### config.mk
export PLATFORM = sky130hd
export DESIGN_NAME = multicycle_control
export DESIGN_NICKNAME = d
export VERILOG_FILES = /design/src/rtl/multicycle_control.sv
export SDC_FILE = /design/constraint.sdc
export NUM_CORES = 1
export LEC_CHECK = 0
export BUFFER_PORTS_ARGS = -buffer_cell sky130_fd_sc_hd__buf_2
export CAP_MARGIN = 5
export CELL_PAD_IN_SITES_DETAIL_PLACEMENT = 1
export CELL_PAD_IN_SITES_GLOBAL_PLACEMENT = 1
export CORE_UTILIZATION = 37
export CTS_BUF_LIST = sky130_fd_sc_hd__clkbuf_8
export DETAILED_ROUTE_END_ITERATION = 12
export GPL_TIMING_DRIVEN = 0
export HOLD_SLACK_MARGIN = 0.15
export PLACE_DENSITY_LB_ADDON = 0.25
export SLEW_MARGIN = 0
export SYNTH_ARGS = -nofsm -noshare
export SYNTH_HDL_FRONTEND = slang
export SYNTH_SLANG_ARGS = --single-unit
### constraint.sdc
create_clock -name clock -period 1.7 [get_ports clock]
set_input_delay 0.34 -clock clock [delete_from_list [all_inputs] [get_ports clock]]
set_output_delay 0.34 -clock clock [all_outputs]
set_load 0.03 [all_outputs]
### src/rtl/multicycle_control.sv
// Moore control FSM for the multicycle RISC-V datapath, with a run gate,
// a sticky illegal-opcode halt and retired/active-cycle bring-up counters.
//
//   state   | enc | meaning
//   FETCH   |  0  | IR <= mem[PC], PC <= PC+4 (only while run=1)
//   DECODE  |  1  | branch target into ALUOut, dispatch on opcode
//   MEMADDR |  2  | effective address A + imm
//   MEMRD   |  3  | load data read
//   MEMWB   |  4  | load writeback
//   MEMWR   |  5  | store write
//   REXEC   |  6  | R-type ALU op
//   RWB     |  7  | R-type writeback
//   BRANCH  |  8  | compare, conditional PC <= ALUOut
//   HALT    | 15  | illegal opcode seen, sticky until reset
module multicycle_control #(
  parameter logic [6:0] LW    = 7'b0000011,
  parameter logic [6:0] SW    = 7'b0100011,
  parameter logic [6:0] RTYPE = 7'b0110011,
  parameter logic [6:0] BEQ   = 7'b1100011,
  parameter int         CNT_W = 32
) (
  input  logic             clock,
  input  logic             reset_n,
  input  logic             run,
  input  logic [6:0]       opcode,
  output logic [1:0]       ALUOp,
  output logic             ALUSrcA,
  output logic [1:0]       ALUSrcB,
  output logic             PCSource,
  output logic             MemRead,
  output logic             MemWrite,
  output logic             IorD,
  output logic             MemtoReg,
  output logic             RegWrite,
  output logic             IRWrite,
  output logic             PCWrite,
  output logic             PCWriteCond,
  output logic             halted,
  output logic [3:0]       state,
  output logic [CNT_W-1:0] instr_retired,
  output logic [CNT_W-1:0] active_cycles
);

  typedef enum logic [3:0] {
    S_FETCH   = 4'd0,
    S_DECODE  = 4'd1,
    S_MEMADDR = 4'd2,
    S_MEMRD   = 4'd3,
    S_MEMWB   = 4'd4,
    S_MEMWR   = 4'd5,
    S_REXEC   = 4'd6,
    S_RWB     = 4'd7,
    S_BRANCH  = 4'd8,
    S_HALT    = 4'd15
  } state_t;

  state_t state_q;
  state_t state_d;
  logic   retire;
  logic   active;

  always_ff @(posedge clock or negedge reset_n) begin
    if (!reset_n) state_q <= S_FETCH;
    else          state_q <= state_d;
  end

  always_comb begin
    state_d = S_HALT;
    case (state_q)
      S_FETCH:   state_d = run ? S_DECODE : S_FETCH;
      S_DECODE: begin
        if (opcode == LW || opcode == SW) state_d = S_MEMADDR;
        else if (opcode == RTYPE)         state_d = S_REXEC;
        else if (opcode == BEQ)           state_d = S_BRANCH;
        else                              state_d = S_HALT;
      end
      S_MEMADDR: state_d = (opcode == LW) ? S_MEMRD : S_MEMWR;
      S_MEMRD:   state_d = S_MEMWB;
      S_MEMWB:   state_d = S_FETCH;
      S_MEMWR:   state_d = S_FETCH;
      S_REXEC:   state_d = S_RWB;
      S_RWB:     state_d = S_FETCH;
      S_BRANCH:  state_d = S_FETCH;
      default:   state_d = S_HALT;
    endcase
  end

  // FETCH is additionally gated by reset_n so controls are 0 while reset is held.
  always_comb begin
    ALUOp       = 2'b00;
    ALUSrcA     = 1'b0;
    ALUSrcB     = 2'b00;
    PCSource    = 1'b0;
    MemRead     = 1'b0;
    MemWrite    = 1'b0;
    IorD        = 1'b0;
    MemtoReg    = 1'b0;
    RegWrite    = 1'b0;
    IRWrite     = 1'b0;
    PCWrite     = 1'b0;
    PCWriteCond = 1'b0;
    case (state_q)
      S_FETCH: begin
        if (run && reset_n) begin
          MemRead = 1'b1;
          IRWrite = 1'b1;
          PCWrite = 1'b1;
          ALUSrcB = 2'b01;
        end
      end
      S_DECODE:  ALUSrcB = 2'b11;
      S_MEMADDR: begin
        ALUSrcA = 1'b1;
        ALUSrcB = 2'b10;
      end
      S_MEMRD: begin
        MemRead = 1'b1;
        IorD    = 1'b1;
      end
      S_MEMWB: begin
        RegWrite = 1'b1;
        MemtoReg = 1'b1;
      end
      S_MEMWR: begin
        MemWrite = 1'b1;
        IorD     = 1'b1;
      end
      S_REXEC: begin
        ALUSrcA = 1'b1;
        ALUOp   = 2'b10;
      end
      S_RWB:     RegWrite = 1'b1;
      S_BRANCH: begin
        ALUSrcA     = 1'b1;
        ALUOp       = 2'b01;
        PCWriteCond = 1'b1;
        PCSource    = 1'b1;
      end
      default: ;
    endcase
  end

  assign halted = (state_q == S_HALT);
  assign state  = state_q;
  assign retire = (state_q == S_MEMWB) || (state_q == S_MEMWR) ||
                  (state_q == S_RWB)   || (state_q == S_BRANCH);
  assign active = (state_q != S_HALT) && !((state_q == S_FETCH) && !run);

  always_ff @(posedge clock or negedge reset_n) begin
    if (!reset_n) begin
      instr_retired <= '0;
      active_cycles <= '0;
    end else begin
      if (retire) instr_retired <= instr_retired + CNT_W'(1);
      if (active) active_cycles <= active_cycles + CNT_W'(1);
    end
  end

endmodule
== Word-level counts from Yosys, hierarchy flattened ==
Index checks and enable logic that the tools add are counted.

* Add/sub/neg operators: 2
* Equality and inequality tests: 14
* Multiplexer cells: 18
* Reduce and logical (&&, ||, !) cells: 14

{| class="wikitable"
|+ Operators by type and width
! operator !! count
|-
| 32-bit by 1-bit adder with 32-bit output (second input constant) || 2
|-
| 4-bit one-hot mux with 6 select lines || 1
|-
| 4-bit by 3-bit equality test with 1-bit output (second input constant) || 4
|-
| 7-bit by 6-bit equality test with 1-bit output (second input constant) || 2
|-
| 1-bit 2-to-1 mux || 10
|-
| 4-bit by 2-bit equality test with 1-bit output (second input constant) || 2
|-
| 4-bit equality test (second input constant) || 2
|-
| 4-bit 2-to-1 mux || 2
|-
| 7-bit by 2-bit equality test with 1-bit output (second input constant) || 1
|-
| 7-bit equality test (second input constant) || 1
|-
| 3-bit 2-to-1 mux || 2
|-
| 2-bit one-hot mux with 3 select lines || 1
|-
| 4-bit by 1-bit equality test with 1-bit output (second input constant) || 1
|-
| 4-bit logical NOT || 1
|-
| 1-bit logical OR || 4
|-
| 4-bit inequality test (second input constant) || 1
|-
| 2-bit one-hot mux with 2 select lines || 1
|-
| 2-bit OR reduction || 2
|-
| 4-bit OR reduction || 1
|-
| 1-bit logical AND || 3
|-
| 3-bit OR reduction || 1
|-
| 1-bit logical NOT || 2
|-
| 1-bit one-hot mux with 2 select lines || 1
|}

* Register bits after elaboration: 68
* Input port bits: 10
* Output and inout bits: 83
* Word-level logic and storage cells: 51

== Longest topological paths before layout ==
* Word-level depth: 5
* Gate-level depth with buffers: 7
* Gate-level depth less buffers: 6

== Least setup slack after synthesis ==
No wires, ideal clock.

* Kind: register to output
* Start: register state_q[0] (netlist: state[0])
* End: output ALUSrcB[0]
* Arrival time: 2.003 ns
* Required time: 1.360 ns
* Slack: -0.643 ns
* Cell stages (with the launch flop): 5
* Path buffers: 1
* Path through: dfrtp_1 > buf_6 > or4_4 > or2_2 > a21oi_1

* Word-level cells in the longest chain between the ends: 2

{| class="wikitable"
|+ RTL lines
! what !! line !! text
|-
| from (decl) || 57 || <nowiki>state_t state_q;</nowiki>
|-
| from (signal assigned) || 64 || <nowiki>else state_q <= state_d;</nowiki>
|-
| 4-bit by 2-bit equality test with 1-bit output (tied with other cells) || 102 || <nowiki>case (state_q)</nowiki>
|-
| 2-bit one-hot mux with 3 select lines (*) || 102 ||
|-
| to (decl) || 28 || <nowiki>output logic [1:0] ALUSrcB,</nowiki>
|}

Every way passes the cells marked *; elsewhere a longest branch is shown, timed or not.

== Worst setup path after layout ==
* Start: register state_q[0] (netlist: state[0])
* End: output PCWrite

* Word-level cells in the longest chain between the ends: 2

{| class="wikitable"
|+ RTL lines
! what !! line !! text
|-
| 4-bit logical NOT || 102 ||
|-
| 1-bit 2-to-1 mux || 102 ||
|-
| to (decl) || 36 || <nowiki>output logic PCWrite,</nowiki>
|}

No other way between the ends.

==> summary.txt <==
Req. time, crit path = 1.36 ns
max-slew violation count = 0
Worst Hold Class = primary input to async pin
initial antenna violation count = 0
Adder-Cell Fraction of Synth Area = 0.743%
FF+latch count, synth = 68
R2R Path Start = state[3]$_DFF_PN0_
commonest non-fill, non-tap cell in the layout = buf_2
DRC = 0
# setup viols final = 79
YS warnings = 0
CP max FO = 3
Ports = 93
starting density of the core = 38.4%
area leader, netlist = dfrtp_1
Max Cap Violations = 0
Setup WS post-layout = -0.516 ns
H-Tree Level Count = 3
share of layout cells above drive strength 1 = 59.3%
Leakage Power = 0.00278 uW
Mean Syn Cell Area = 10.6 um^2
Slew Limit Headroom = 47.5%
post-synthesis simple-gate area fraction = 24.8%
row cnt = 34
Die Height = 97.4 um
mean number of vias per cell = 5.21
Overflow after GRT = 0
Pre-antenna DRT Iters = 4
xor/xnor share of the synthesized area = 16.4%
worst slack at placement = -0.495 ns
routed len/inst = 18.5 um
global-route wire length before repair = 16.0 mm
RSZ-0062 raised after global routing = yes
CTS Buf Count = 9
Hold Violations, Final = 0
top post-synthesis cells by area = dfrtp_1 51%, xnor2_1 11%, xor2_1 5.5%
clk_lat worst skew = 0.35 ns
1st-iter DRT viols = 45
ant diodes = 0
cts hold-fix bufs = 1
minimum clock period = 2.22 ns
Mapped Nets = 329
Mapped Cells = 317
Worst Path Class, Setup = flip-flop to output pin
Root Buffer = clkbuf_8
final wirelength = 10.8 mm
Post-DP HPWL = 6.11 mm
CTS tree = done
PortBufs = 92
number of flops mapped to enable cells by yosys = 0
compound-cell area share of the yosys netlist = 4.34%
Synth top area share = 50.5%
main combinational cell family by area after synthesis = simple AND/OR/NAND/NOR gates
vias in the first global route = 3106
FFs w/ async S/R, synth = 100%
Placer Congestion = 0.827
r2r worst-path depth = 9
cell area after synthesis = 0.00337 mm^2
slew at the pin closest to its max-slew limit = 0.787 ns
Die Wd = 97.4 um
Worst R2R End = active_cycles[25]$_DFFE_PN0P_
Die ar. = 0.00949 mm^2
failing checks = setup timing
worst reg-to-reg setup slack = -0.42 ns
fill count = 922
VDD IR max = 0.00115 V
commonest non-fill, non-tap cells in the layout = 77 x buf_2, 53 x dfrtp_1, 34 x buf_6
CP Capture Type = output pin
Startpoint Class = flip-flop
P per Cell Area = 1300 mW/mm^2
post-route ant nets = 0
area added between synthesis and finish = 62.5%
clock-pin transition on the worst setup and hold timing paths = 0.08 ns
Layout Utilization = 62.5%
CTS Sinks = 68
top achievable clock speed = 451 MHz
largest net degree at the start of global routing = 61
clock buffer depth = 2
dominant synthesized flop cell = dfrtp_1
Worst Skew = 0.00825 ns
mux share of post-synthesis cell area = 1.00%
post-synthesis sequential area ratio = 50.5%
Via Count = 3031
status = complete, but fails checks
Critical Path AT = 1.88 ns
fin crit share = 130%
Yosys cell types = 47
final net count = 481
core outline area = 0.00876 mm^2
global router's overall resource usage = 21.4%
-- synth_stat cells, types with 4 or more instances --
cell type and n:
dfrtp_1 68, nand2_1 28, and2_1 5, a21oi_1 9
nand4_1 12, nand2b_1 5, o21ai_0 4, xnor2_1 42
nand3_1 21, inv_1 7, and4_1 6, xor2_1 21
nor3_1 11, and3_1 10, nor2_1 24
-- through the flow --
stage / hold slack, ns / instances / instance area (um^2) / setup TNS (ns) / total power [uW]
floorplan: 0.0444 / 317 / 3540 / -3.38 / 3530
global placement: 0.455 / 517 / 4140 / -17.82 / 4040
detailed placement: 0.468 / 517 / 4140 / -6.90 / 4100
CTS: 0.0967 / 568 / 5000 / -20.12 / 6470
global route: 0.118 / 582 / 5480 / -22.55 / 7410
finish: 0.0773 / 582 / 5480 / -17.26 / 7100
-- worst max-delay path by stage --
| stage | cells after the start | to | start | slack (ns) |
|---|---|---|---|---|
| 6_report | 5 | PCWrite | state[0]$_DFF_PN0_ | -0.52 |
| 2_1_floorplan | 4 | PCWrite | state[1]$_DFF_PN0_ | -0.29 |
| 3_3_place_gp | 6 | PCWrite | reset_n | -1.0 |
| 3_5_place_dp | 6 | PCWrite | reset_n | -0.50 |
| 5_1_grt | 5 | PCWrite | state[3]$_DFF_PN0_ | -0.57 |
| 4_1_cts | 5 | PCWrite | state[0]$_DFF_PN0_ | -0.50 |
-- flip-flops by register name (all words and copies together), names as in the netlist --
register	cells
active_cycles	32
instr_retired	32
state	4
-- layer usage --
layer | global-route usage, % | vias to the layer above | routed length [um]
met2 | 36.7 | 73 | 5710
met4 | 8.71 | 0 | 159
met1 | 26.4 | 1537 | 4560
li1 | - | 1406 | -
met5 | 0 | - | 0
met3 | 3.96 | 15 | 356
-- final cells by class --
cell class	instances	area (um^2)	area share [%]
plain buffers	7	100	1.83
clock buffers	10	138	2.51
clock inverters	6	63.8	1.17
inverters	7	30.0	0.548
multi-input cells	234	2260	41.3
flip-flops and latches	68	1720	31.4
well taps	108	135	2.47
repair buffers	142	1030	18.8
-- logic make-up (layout without fill, tap and decap cells) --
family,after synthesis,after routing
AO/OA/AOI/OAI,22,22
flip-flops,68,68
AND/OR/NAND/NOR,144,144
buffers and inverters,15,172
multiplexers,3,3
adder cells (fa/ha/maj),2,2
XOR/XNOR,63,63
-- critical path: stages (launching register included) --
cell and delay [ns]:
dfrtp_2 0.41, or4_4 0.54, or2_4 0.29, clkinvlp_4 0.09, buf_6 0.09, buf_6 0.11
-- power by group --
part	switching (uW)	leakage, uW	internal (uW)
Clock	666	0.0000983	715
Combinational	1950	0.00179	1660
Sequential	273	0.000894	1830
Total	2890	0.00278	4210
-- what timing repair did --
item | in CTS | in global routing
setup endpoints to repair | 67 | 83
cloned | 1 | 0
buffers inserted | 34 | 19
hold endpoints to repair | 10 | 58
gates resized for setup | 96 | 75
pin swaps | 51 | 41
Note: power is estimated with default switching activity, not from simulation.
